<file path="config.mk">
export PLATFORM = sky130hd
export DESIGN_NAME = mem_port_arbiter
export DESIGN_NICKNAME = d
export VERILOG_FILES = /design/src/rtl/mem_port_arbiter.sv
export SDC_FILE = /design/constraint.sdc
export NUM_CORES = 1
export LEC_CHECK = 0
export ABC_AREA = 1
export CAP_MARGIN = 20
export CORE_ASPECT_RATIO = 1.1
export CORE_UTILIZATION = 44
export DETAILED_ROUTE_END_ITERATION = 8
export GPL_TIMING_DRIVEN = 0
export PLACE_DENSITY = 0.84
export RECOVER_POWER = 25
export SLEW_MARGIN = 20
export SYNTH_ARGS = -nofsm -noshare
export SYNTH_HDL_FRONTEND = slang
export SYNTH_SLANG_ARGS = --single-unit
</file>
<file path="constraint.sdc">
create_clock -name clk -period 2 [get_ports clk]
set_clock_uncertainty 0.15 [all_clocks]
set_input_delay 0.3 -clock clk [delete_from_list [all_inputs] [get_ports clk]]
set_output_delay 0.3 -clock clk [all_outputs]
set_load 0.01 [all_outputs]
</file>
<file path="src/rtl/mem_port_arbiter.sv">
// Arbiter sharing one single-port BRAM between fetch and load/store.
// Datapath has priority; a grant streak cap keeps fetch from starving.
module mem_port_arbiter #(
   parameter int ADDR_W        = 10,
   parameter int DATA_W        = 32,
   parameter int READ_LAT      = 1,
   parameter int MAX_DP_STREAK = 2
) (
   input  logic              clk,
   input  logic              reset,
   input  logic              if_req,
   input  logic [ADDR_W-1:0] if_addr,
   output logic              if_ack,
   output logic [DATA_W-1:0] if_rdata,
   input  logic              dp_req,
   input  logic              dp_we,
   input  logic [ADDR_W-1:0] dp_addr,
   input  logic [DATA_W-1:0] dp_wdata,
   output logic              dp_ack,
   output logic [DATA_W-1:0] dp_rdata,
   output logic              mem_en,
   output logic              mem_we,
   output logic [ADDR_W-1:0] mem_addr,
   output logic [DATA_W-1:0] mem_wdata,
   input  logic [DATA_W-1:0] mem_rdata,
   output logic              stall
);

   localparam int SW = $clog2(MAX_DP_STREAK + 2);

   typedef enum logic [1:0] {IDLE, ISSUE, WAIT, RESP} state_t;

   state_t        state;
   state_t        state_nx;
   logic          accept;
   logic          pick_dp;
   logic          gnt_dp;
   logic          gnt_wr;
   logic [1:0]    cnt;
   logic [SW-1:0] streak;

   always_comb begin
      accept   = 1'b0;
      state_nx = state;
      pick_dp  = dp_req & ~(if_req & (streak == SW'(MAX_DP_STREAK)));
      case (state)
         IDLE: begin
            if (if_req | dp_req) begin
               accept   = 1'b1;
               state_nx = ISSUE;
            end
         end
         ISSUE:   state_nx = (READ_LAT == 1) ? RESP : WAIT;
         WAIT:    if (cnt == 2'd0) state_nx = RESP;
         RESP:    state_nx = IDLE;
         default: state_nx = IDLE;
      endcase
   end

   always_ff @(posedge clk) begin
      if (reset) state <= IDLE;
      else       state <= state_nx;
   end

   always_ff @(posedge clk) begin
      if (reset) begin
         mem_en    <= 1'b0;
         mem_we    <= 1'b0;
         mem_addr  <= '0;
         mem_wdata <= '0;
         gnt_dp    <= 1'b0;
         gnt_wr    <= 1'b0;
         cnt       <= '0;
         streak    <= '0;
         if_rdata  <= '0;
         dp_rdata  <= '0;
      end else begin
         mem_en <= accept;
         mem_we <= accept & pick_dp & dp_we;
         if (accept) begin
            gnt_dp   <= pick_dp;
            gnt_wr   <= pick_dp & dp_we;
            mem_addr <= pick_dp ? dp_addr : if_addr;
            if (pick_dp) mem_wdata <= dp_wdata;
            cnt      <= 2'(READ_LAT - 1);
         end else if (cnt != 2'd0) begin
            cnt <= cnt - 2'd1;
         end
         // streak only counts datapath wins over a waiting fetch
         if (state == IDLE) begin
            if (!if_req || (accept && !pick_dp))
               streak <= '0;
            else if (accept && streak != SW'(MAX_DP_STREAK))
               streak <= streak + SW'(1);
         end
         if (state_nx == RESP && !gnt_wr) begin
            if (gnt_dp) dp_rdata <= mem_rdata;
            else        if_rdata <= mem_rdata;
         end
      end
   end

   assign if_ack = (state == RESP) & ~gnt_dp;
   assign dp_ack = (state == RESP) & gnt_dp;
   assign stall  = (if_req & ~if_ack) | (dp_req & ~dp_ack);

endmodule

</file>
# Word level (Yosys, flattened, before mapping)
# Index checks and enable logic that the tools add are counted.
# W data, S select, Z words.
# totals
reg_bits	116
latchBits	0
ram_bits	0
mem_bits_ro	0
input_bits	89
out_inout_bits	111
word_cells	58
n_memories	0
# op_classes
addsub	2
mul	0
n_div	0
n_lt_le_gt_ge	0
n_eq_ne	6
shifts	0
n_mux	8
bitwise_logic	15
n_reduce_logical	16
# op_table
op	n
$mux W10	1
$and A1 B1 Y1	9
$eq A2 B2 Y1 const B	4
$mux W2	4
$pmux W2 S4	1
$reduce_and A2 Y1	4
$logic_not A2 Y1	2
$not A1 Y1	4
$reduce_bool A2 Y1	2
$logic_and A1 B1 Y1	3
$logic_not A1 Y1	3
$add A2 B1 Y2 const B	1
$eq A2 B1 Y1 const B	1
$mux W1	2
$ne A2 B2 Y1 const B	1
$or A1 B1 Y1	2
$reduce_or A2 Y1	1
$sub A2 B1 Y2 const B	1
$logic_or A1 B1 Y1	1

# Longest topological paths before layout
# Gate-level depths: netlist of run 1.
# depth
depth_word	9
ltp_mapped	11
ltp_nobuf	10

# Worst setup path before layout of run 1
# OpenSTA, ideal clock, no wires.
# synth_path
path_kind	reg-to-reg
startpoint	register state[1]
endpoint	register if_rdata[0]
setup_time_ns	0.110
arrival_ns	1.464
t_required_ns	1.740
slack_ns	0.276
stages_incl_launch_ff	10
path_buffers	2
path_cell_list	dfxtp_1 > inv_1 > ha_1 > inv_1 > nor2_4 > buf_2 > buf_2 > nand4_1 > nand2_1 > nor2_1
# synth_between
elab_chain_cells	5
word_cells_on_any_way	10
cone_classes	eq/ne (4); mux (3); reduce/logical (3)
# synth_rtl
element	line	source
start: declaration	33	state_t state;
start signal: assignment	62	else state <= state_nx;
$eq A2 B2 Y1 (tied with other cells)	46	case (state)
$pmux W2 S4 (*)	46	
net state_nx[1]	34	state_t state_nx;
$eq A2 B2 Y1 (*)	96	if (state_nx == RESP && !gnt_wr) begin
$logic_and A1 B1 Y1 (*)	96	
$reduce_and A2 Y1 (no line) (*)	--	
end signal: assignment	98	else if_rdata <= mem_rdata;
end: declaration	14	output logic [DATA_W-1:0] if_rdata,
# The timed path passes the listed nets; every way through them passes the cells marked *.
# A chain may end at the register's enable or synchronous reset.

# Worst setup path after layout of run 1
# layout_path
startpoint	register state[0]
endpoint	register dp_rdata[28]
# layout_between
elab_chain_cells	5
word_cells_on_any_way	10
cone_classes	eq/ne (4); mux (3); reduce/logical (3)
# layout_rtl
element	line	source
$eq A2 B2 Y1 (tied with other cells)	46	
$pmux W2 S4 (*)	46	
net state_nx[1]	34	
$eq A2 B2 Y1 (*)	96	
$logic_and A1 B1 Y1 (*)	96	
$reduce_and A2 Y1 (no line) (*)	--	
end signal: assignment	97	if (gnt_dp) dp_rdata <= mem_rdata;
end: declaration	20	output logic [DATA_W-1:0] dp_rdata,
# Marks and branches as above.

==> summary.txt, run 1 <==
Synthesis
  – Post-Synthesis Cell Area: 5296 sq um
  – Top-area cell type share of the netlist area: 0.4385
  – Cell count after synthesis: 780
  – Count of synthesis-stage warnings from yosys: 0
  – #FFs+latches synth: 116
  – Largest cells by area after synthesis: sky130_fd_sc_hd__dfxtp_1, sky130_fd_sc_hd__inv_1, sky130_fd_sc_hd__nand2_1, sky130_fd_sc_hd__nor2_1, sky130_fd_sc_hd__nand4_1
  – Post-Syn Nets: 875
  – Cell type contributing the most total cell area after synthesis: sky130_fd_sc_hd__dfxtp_1
  – Number of unique standard cell types used by synthesis: 24
  – Sequential cell area fraction in the yosys report: 0.4385
  – Synthesized area per cell: 6.790 sq um

Global routing
  – All-Layer GR Usage: 0.2504
  – Wire length of the first global-routing pass: 24230 um
  – Maximum number of pins on one net before global-route repair: 17
  – Overflow left after global routing: 0
  – Number of antenna violations at the first check in global routing: 0
  – Via count of the first global-routing pass: 5313

Timing
  – Least-Margin Pin Slew: 0.5834 ns
  – Number of setup violations in the final report: 0
  – Setup repair after global routing missed its margin: true
  – Number of pins with negative max-slew slack in the final report: 0
  – Final period utilization: 0.9495
  – Setup total negative slack: 0 ns
  – Final min period: 1.899 ns
  – Final WS setup: 0.1010 ns
  – Peak clock frequency supported by timing: 526.6 MHz
  – Relative slew slack: 0.6111
  – Endpoints failing hold: 0

Final layout
  – Number of nets in the layout: 1093
  – Util after Layout: 0.7031
  – Final cell count without fillers: 1161
  – Fraction of layout instances using a drive strength above 1: 0.07715
  – Layout overhead on the synthesized area: 53.91%
  – Antenna fix cells: 0

Worst setup path
  – Reg-to-Reg End: dp_rdata[28]$_SDFFE_PP0P_
  – Max FO, Critical Path: 10
  – Worst stage delay on the critical path: 0.33 ns
  – Slowest cell on crit path: sky130_fd_sc_hd__dfxtp_1
  – Kind of critical path: reg2reg
  – CP dominant cell by count: sky130_fd_sc_hd__inv_1
  – Data required time at the worst endpoint: 2.16 ns
  – List of cells traversed by the critical path: inv_1 > ha_1 > inv_1 > nor2_4 > buf_6 > clkbuf_4 > nand4_1 > nand2_1 > nor2_1
  – Cell count of the worst reg-to-reg path: 9
  – Number of buffers and inverters on the critical path: 4
  – Critical Path Sink Type: flip-flop
  – Arrival time of the worst setup path: 2.06 ns
  – Slack of the worst reg-to-reg path: 0.10 ns
  – Startpoint Class: flip-flop
  – Kind of cell adding the most delay to the critical path: buffers and inverters
  – Crit path from: state[0]$_SDFF_PP0_
  – Reg2reg start: state[0]$_SDFF_PP0_

Hold path
  – Worst Hold Launch: dp_we
  – Worst hold path type: in2reg
  – Hold path cells: 3
  – Worst hold endpoint: mem_we$_SDFF_PP0_

Clock tree
  – Num Clock Sinks: 116
  – Buffer count from post-CTS setup fixing: 0
  – Root buf cell: sky130_fd_sc_hd__clkbuf_16
  – Post-CTS Hold Fix Bufs: 0
  – CTS H-tree lvls: 4
  – Source-to-sink clock delay at the later pin of the worst-skew pair: 0.41 ns
  – Longest Clk Path Bufs: 2
  – Inserted Clock Buffers: 17
  – TritonCTS clock tree: done
  – Clock transition time at the flip-flop clock pins of the worst setup and hold paths: 0.05 ns

Detailed routing
  – Wire per inst: 13.11 um
  – Initial DRT Pass Iterations: 5
  – Detailed-route vias per instance: 4.677
  – Starting DRC count in detailed routing: 255
  – Antenna-violating nets left: 0
  – Wirelength, routed: 15220 um
  – Wire length the detailed router placed on met1: 5993 um
  – Top layer in use: met4
  – Detailed-routed wire length on met3: 1522 um
  – Detailed-route DRC error count: 0
  – Met2 layer wire length in the routed design: 7368 um
  – Via count of the routed design: 5430

Place
  – Count of buffers inserted at the top-level ports: 199
  – Post-detailed-placement half-perimeter wirelength: 10720 um
  – Weighted congestion reported at the end of routability-driven placement: 0.8424
  – Count of placed standard cells including taps: 1129
  – Setup WS pre-CTS: -0.1839 ns

Floorplan
  – Die outline area: 12480 sq um
  – Row count: 41
  – Die W: 106.6 um
  – DIE HEIGHT: 117.1 um
  – Standard cell core area: 11590 sq um
  – Starting density of the core: 0.4568
  – Boundary Pins: 200

Power
  – Power density of the placed cells: 1618 nW/um^2
  – Switching power as a share of total power: 0.3827
  – Clock network power share: 0.250
  – Reg power frac: 0.266
  – Leak: 3.925 nW
  – Combinational cell fraction of total power: 0.484
  – Internal portion of total power: 8.142 mW
  – Largest voltage drop on the vdd net: 825.4 uV
  – Sw power: 5.048 mW
  – Power Total: 13.19 mW

Outcome
  – Run status: completed

Job
  – Max-cap viol count: 0
==> cell families after synthesis <==
group                      after synthesis  share of synthesized area
DFF                                    116                     0.4385
AOI/OAI and AO/OA                       52                    0.05150
adders and majority gates                6                    0.01417
buffers and inverters                  225                     0.1833
and+or+nand+nor                        380                     0.3109
xor gates and xnor gates                 1                   0.001654
==> worst min-delay path, cell delays in order <==
cell	delay, ns
sky130_fd_sc_hd__clkdlybuf4s50_1	0.40
sky130_fd_sc_hd__inv_1	0.06
sky130_fd_sc_hd__nor2_1	0.04
==> worst max path at each step <==
stage	end	slack (ns)	cells past startpoint
floorplan	if_rdata[0]$_SDFFE_PP0P_	0.28	9
global placement	stall	-0.18	5
detailed placement	stall	-0.18	5
CTS	stall	0.02	5
global route	dp_rdata[28]$_SDFFE_PP0P_	-0.04	9
finish	dp_rdata[28]$_SDFFE_PP0P_	0.10	9
==> registers in the layout, indices dropped and copies added, names as in the netlist <==
| register | flops |
|---|---|
| dp_rdata | 32 |
| if_rdata | 32 |
| mem_wdata | 32 |
| mem_addr | 10 |
| cnt | 2 |
| state | 2 |
| streak | 2 |
| gnt_dp | 1 |
| gnt_wr | 1 |
| mem_en | 1 |
| mem_we | 1 |
==> power groups by stage <==
stage	clock network, mW	logic, mW	registers [mW]
after CTS	3.32	6.42	3.53
after floorplan	0	3.47	3.88
after detailed placement	0	6.29	3.55
final	3.29	6.38	3.51
after global routing	3.45	7.07	3.60
after global placement	0	6.22	3.53
==> routing by layer <==
layer	global-route usage	up-vias
li1	-	2785
met1	0.2623	2370
met2	0.4447	246
met3	0.09413	29
met4	0.1215	0
met5	0	-
==> synthesized netlist by cell type, drive strengths merged <==
cell type and n:
inv 178, nand2 172, nor2 139, dfxtp 116, nand4 65, o21ai 38
buf 34, clkbuf 12, a31oi 10, ha 6, a21oi 4, nand3 4
clkinv 1, xor2 1
==> cells in the final DEF, fill, tap and decap left out, types with 14 or more instances in the layout <==
master and instances:
sky130_fd_sc_hd__inv_1 175, sky130_fd_sc_hd__nand2_1 170, sky130_fd_sc_hd__clkdlybuf4s50_1 154, sky130_fd_sc_hd__nor2_1 136, sky130_fd_sc_hd__dfxtp_1 115, sky130_fd_sc_hd__nand4_1 65, sky130_fd_sc_hd__dlygate4sd3_1 42, sky130_fd_sc_hd__o21ai_0 36
sky130_fd_sc_hd__clkbuf_16 18, sky130_fd_sc_hd__buf_6 15, sky130_fd_sc_hd__buf_2 14
==> what timing repair did <==
item / in CTS / in global routing
gates cloned: 0 / 0
endpoints found under the setup margin: 15 / 46
gates resized for setup: 11 / 7
endpoints found under the hold margin: 0 / 0
==> per-stage QoR <==
step | hold slack (ns) | area [sq um]
final | 0.2943 | 8152
after global routing | 0.2980 | 8152
after CTS | 0.2873 | 8145
after detailed placement | 0.3160 | 7476
after global placement | 0.3061 | 7476
after floorplan | 0.2194 | 5296
==> area by class of cell <==
cell class,count,area [sq um]
Buffer,46,336.6
Clock buffer,20,466.7
Clock inverter,12,177.7
Fill cell,938,3442
Inverter,179,671.9
Multi-Input combinational cell,439,2003
Sequential cell,116,2323
Tap cell,150,187.7
Timing Repair Buffer,199,1984
(Power assumes the default switching activity.)
==> inputs of run 2 (changes only) <==
--- a/config.mk
+++ b/config.mk
@@ -5,10 +5,8 @@
 export SDC_FILE = /design/constraint.sdc
 export NUM_CORES = 1
 export LEC_CHECK = 0
-export ABC_AREA = 1
 export CAP_MARGIN = 20
-export CORE_ASPECT_RATIO = 1.1
-export CORE_UTILIZATION = 44
+export CORE_UTILIZATION = 42
 export DETAILED_ROUTE_END_ITERATION = 8
 export GPL_TIMING_DRIVEN = 0
 export PLACE_DENSITY = 0.84
==> run 2 against run 1 <==
Compared with the run above:
- setup slack lost 0.019 ns
- total power shrank 16%
- worst hold slack lost 0.14 ns
- sequential power shrank 5%
- die area shrank 7.6%
- synthesized cell count shrank 38%
- sequential cell count is the same
- non-clock buffer count shrank 6
- fmax shrank 1.0%
- largest cell class unchanged
- largest power group unchanged
==> summary.txt, run 2 <==
Floorplan
  – Boundary Pins: 200
  – Die W: 107.4 um
  – Starting density of the core: 0.4305
  – Die outline area: 11540 sq um
  – Standard cell core area: 10840 sq um
  – Row count: 38
  – DIE HEIGHT: 107.4 um

Detailed routing
  – Detailed-route vias per instance: 4.923
  – Met2 layer wire length in the routed design: 6622 um
  – Wire per inst: 15.16 um
  – Wire length the detailed router placed on met1: 5273 um
  – Detailed-routed wire length on met3: 997 um
  – Via count of the routed design: 4224
  – Initial DRT Pass Iterations: 6
  – Wirelength, routed: 13010 um
  – Top layer in use: met4
  – Starting DRC count in detailed routing: 177
  – Detailed-route DRC error count: 0
  – Antenna-violating nets left: 0

Timing
  – Peak clock frequency supported by timing: 521.3 MHz
  – Least-Margin Pin Slew: 0.5243 ns
  – Endpoints failing hold: 0
  – Final period utilization: 0.9591
  – Final min period: 1.918 ns
  – Relative slew slack: 0.6468
  – Number of setup violations in the final report: 0
  – Setup repair after global routing missed its margin: true
  – Final WS setup: 0.08176 ns
  – Number of pins with negative max-slew slack in the final report: 0
  – Setup total negative slack: 0 ns

Synthesis
  – Largest cells by area after synthesis: sky130_fd_sc_hd__dfxtp_1, sky130_fd_sc_hd__mux2i_1, sky130_fd_sc_hd__nand2b_1, sky130_fd_sc_hd__nand2_1, sky130_fd_sc_hd__a21oi_1
  – Sequential cell area fraction in the yosys report: 0.4976
  – Complex-gate fraction of the synthesized area: 0.07453
  – Multiplexer share of the synthesized area: 0.1394
  – Xor and xnor fraction of the mapped netlist area: 0.001877
  – Synthesized area per cell: 9.683 sq um
  – Top-area cell type share of the netlist area: 0.4976
  – Post-Synthesis Cell Area: 4667 sq um
  – Dominant combinational cell family by area after synthesis: simple AND/OR/NAND/NOR gates
  – #FFs+latches synth: 116
  – Top post-synthesis cells by count: sky130_fd_sc_hd__dfxtp_1, sky130_fd_sc_hd__nand2b_1, sky130_fd_sc_hd__nand2_1
  – Post-Syn Nets: 577
  – Count of synthesis-stage warnings from yosys: 0
  – Simple-gate portion of the synthesized area: 0.2263
  – Main flop type after synthesis: sky130_fd_sc_hd__dfxtp_1
  – Number of unique standard cell types used by synthesis: 32
  – Dominant cell by count in the synthesized netlist: sky130_fd_sc_hd__dfxtp_1
  – Number of enable-type register cells in the synthesized netlist: 0
  – Cell count after synthesis: 482
  – Fraction of registers with async set or reset after synthesis: 0
  – Adder and majority cell fraction of the synthesized area: 0.01609
  – Cell type contributing the most total cell area after synthesis: sky130_fd_sc_hd__dfxtp_1

Worst setup path
  – Slowest cell on crit path: sky130_fd_sc_hd__dfxtp_4
  – Worst stage delay on the critical path: 0.37 ns
  – Kind of cell adding the most delay to the critical path: flip-flops
  – Arrival time of the worst setup path: 1.47 ns
  – Slack of the worst reg-to-reg path: 0.08 ns
  – Critical Path Sink Type: primary output
  – Max FO, Critical Path: 4
  – Number of buffers and inverters on the critical path: 1
  – Kind of critical path: reg2out
  – Startpoint Class: flip-flop
  – Data required time at the worst endpoint: 1.55 ns
  – List of cells traversed by the critical path: ha_2 > nor2b_1 > clkdlybuf4s15_1

Clock tree
  – TritonCTS clock tree: done
  – Source-to-sink clock delay at the later pin of the worst-skew pair: 0.50 ns
  – Root buf cell: sky130_fd_sc_hd__clkbuf_8
  – Inserted Clock Buffers: 17
  – Num Clock Sinks: 116
  – CTS H-tree lvls: 4
  – Clock transition time at the flip-flop clock pins of the worst setup and hold paths: 0.06 ns
  – Longest Clk Path Bufs: 2

Final layout
  – Combined area of the multi-input logic cells: 2167 sq um
  – Fraction of layout instances using a drive strength above 1: 0.09471
  – Antenna fix cells: 0
  – Number of nets in the layout: 801
  – Layout overhead on the synthesized area: 62.73%
  – Registers with the most flip-flops: dp_rdata: 32 flops, if_rdata: 32 flops, mem_wdata: 32 flops
  – Most frequent standard cell in the layout excluding fill and tap cells: sky130_fd_sc_hd__clkdlybuf4s50_1
  – Filler cells: 822
  – Most frequent cells in the layout: sky130_fd_sc_hd__clkdlybuf4s50_1, sky130_fd_sc_hd__dfxtp_1, sky130_fd_sc_hd__nand2b_1
  – Area of all sequential standard cells: 2333 sq um
  – Util after Layout: 0.7006

Job
  – Max-cap viol count: 0

Global routing
  – Number of antenna violations at the first check in global routing: 0
  – Maximum number of pins on one net before global-route repair: 17
  – All-Layer GR Usage: 0.2282
  – Overflow left after global routing: 0
  – Via count of the first global-routing pass: 4306
  – Wire length of the first global-routing pass: 20390 um

Hold path
  – Worst hold path type: in2reg

Power
  – Power Total: 11.07 mW
  – Leak: 3.007 nW
  – Largest voltage drop on the vdd net: 854.9 uV
  – Power density of the placed cells: 1457 nW/um^2

Outcome
  – Run status: completed

Place
  – Weighted congestion reported at the end of routability-driven placement: 0.7959
  – Setup WS pre-CTS: -0.3357 ns
  – Post-detailed-placement half-perimeter wirelength: 9325 um
  – Count of buffers inserted at the top-level ports: 198
==> run 2: path summary, 6_finish.rpt <==
path / from / endpoint / cells past startpoint
min reg2reg: mem_wdata[20]$_SDFFE_PP0P_ / mem_wdata[20]$_SDFFE_PP0P_ / 2
max: state[0]$_SDFF_PP0_ / if_ack / 3
max reg2reg: state[0]$_SDFF_PP0_ / if_rdata[18]$_SDFFE_PP0P_ / 8
min: reset / dp_rdata[21]$_SDFFE_PP0P_ / 3
==> run 2: logic make-up after synthesis <==
group	Yosys count
flip-flops	116
XOR/XNOR	1
multiplexers	65
adder cells (fa/ha/maj)	6
AO/OA/AOI/OAI	53
AND/OR/NAND/NOR	200
buffers and inverters	41
==> run 2: final cells by class <==
| cell class | count | share of cell area |
|---|---|---|
| Tap cell | 140 | 0.02306 |
| Multi-Input combinational cell | 325 | 0.2853 |
| Clock inverter | 9 | 0.01680 |
| Sequential cell | 116 | 0.3072 |
| Clock buffer | 22 | 0.06096 |
| Buffer | 31 | 0.02488 |
| Timing Repair Buffer | 208 | 0.2783 |
| Inverter | 7 | 0.003460 |
==> run 2: what timing repair did <==
action,CTS,global route
buffers inserted,5,2
hold endpoints to repair,0,0
pin swaps,2,1
gates cloned,1,2
hold buffers,0,0
resized for setup,18,14
setup endpoints to repair,80,67
==> run 2: layer usage <==
layer | global-route usage | vias up
met5 | 0 | -
met4 | 0.07241 | 0
met3 | 0.08172 | 10
met2 | 0.4115 | 163
met1 | 0.2477 | 2002
li1 | - | 2049
==> run 2: per-stage QoR <==
step | hold slack, ns | cell area, sq um | cells
global placement | 0.2910 | 6824 | 820
global route | 0.1720 | 7595 | 858
finish | 0.1576 | 7595 | 858
floorplan | 0.2860 | 4667 | 482
CTS | 0.1436 | 7503 | 855
detailed placement | 0.2965 | 6824 | 820
==> run 2: power breakdown <==
part / internal [mW] / total, mW / switching (mW) / leakage [nW]
Combinational: 2.73 / 4.74 / 2.01 / 1.78
Sequential: 2.97 / 3.34 / 0.369 / 0.948
Clock: 1.98 / 2.99 / 1.01 / 0.283
==> run 2: worst min-delay path: cells and delay by family <==
kind                   cells  cell delay (ns)
and+or+nand+nor            1             0.20
muxes                      1             0.11
buffers and inverters      1             0.16
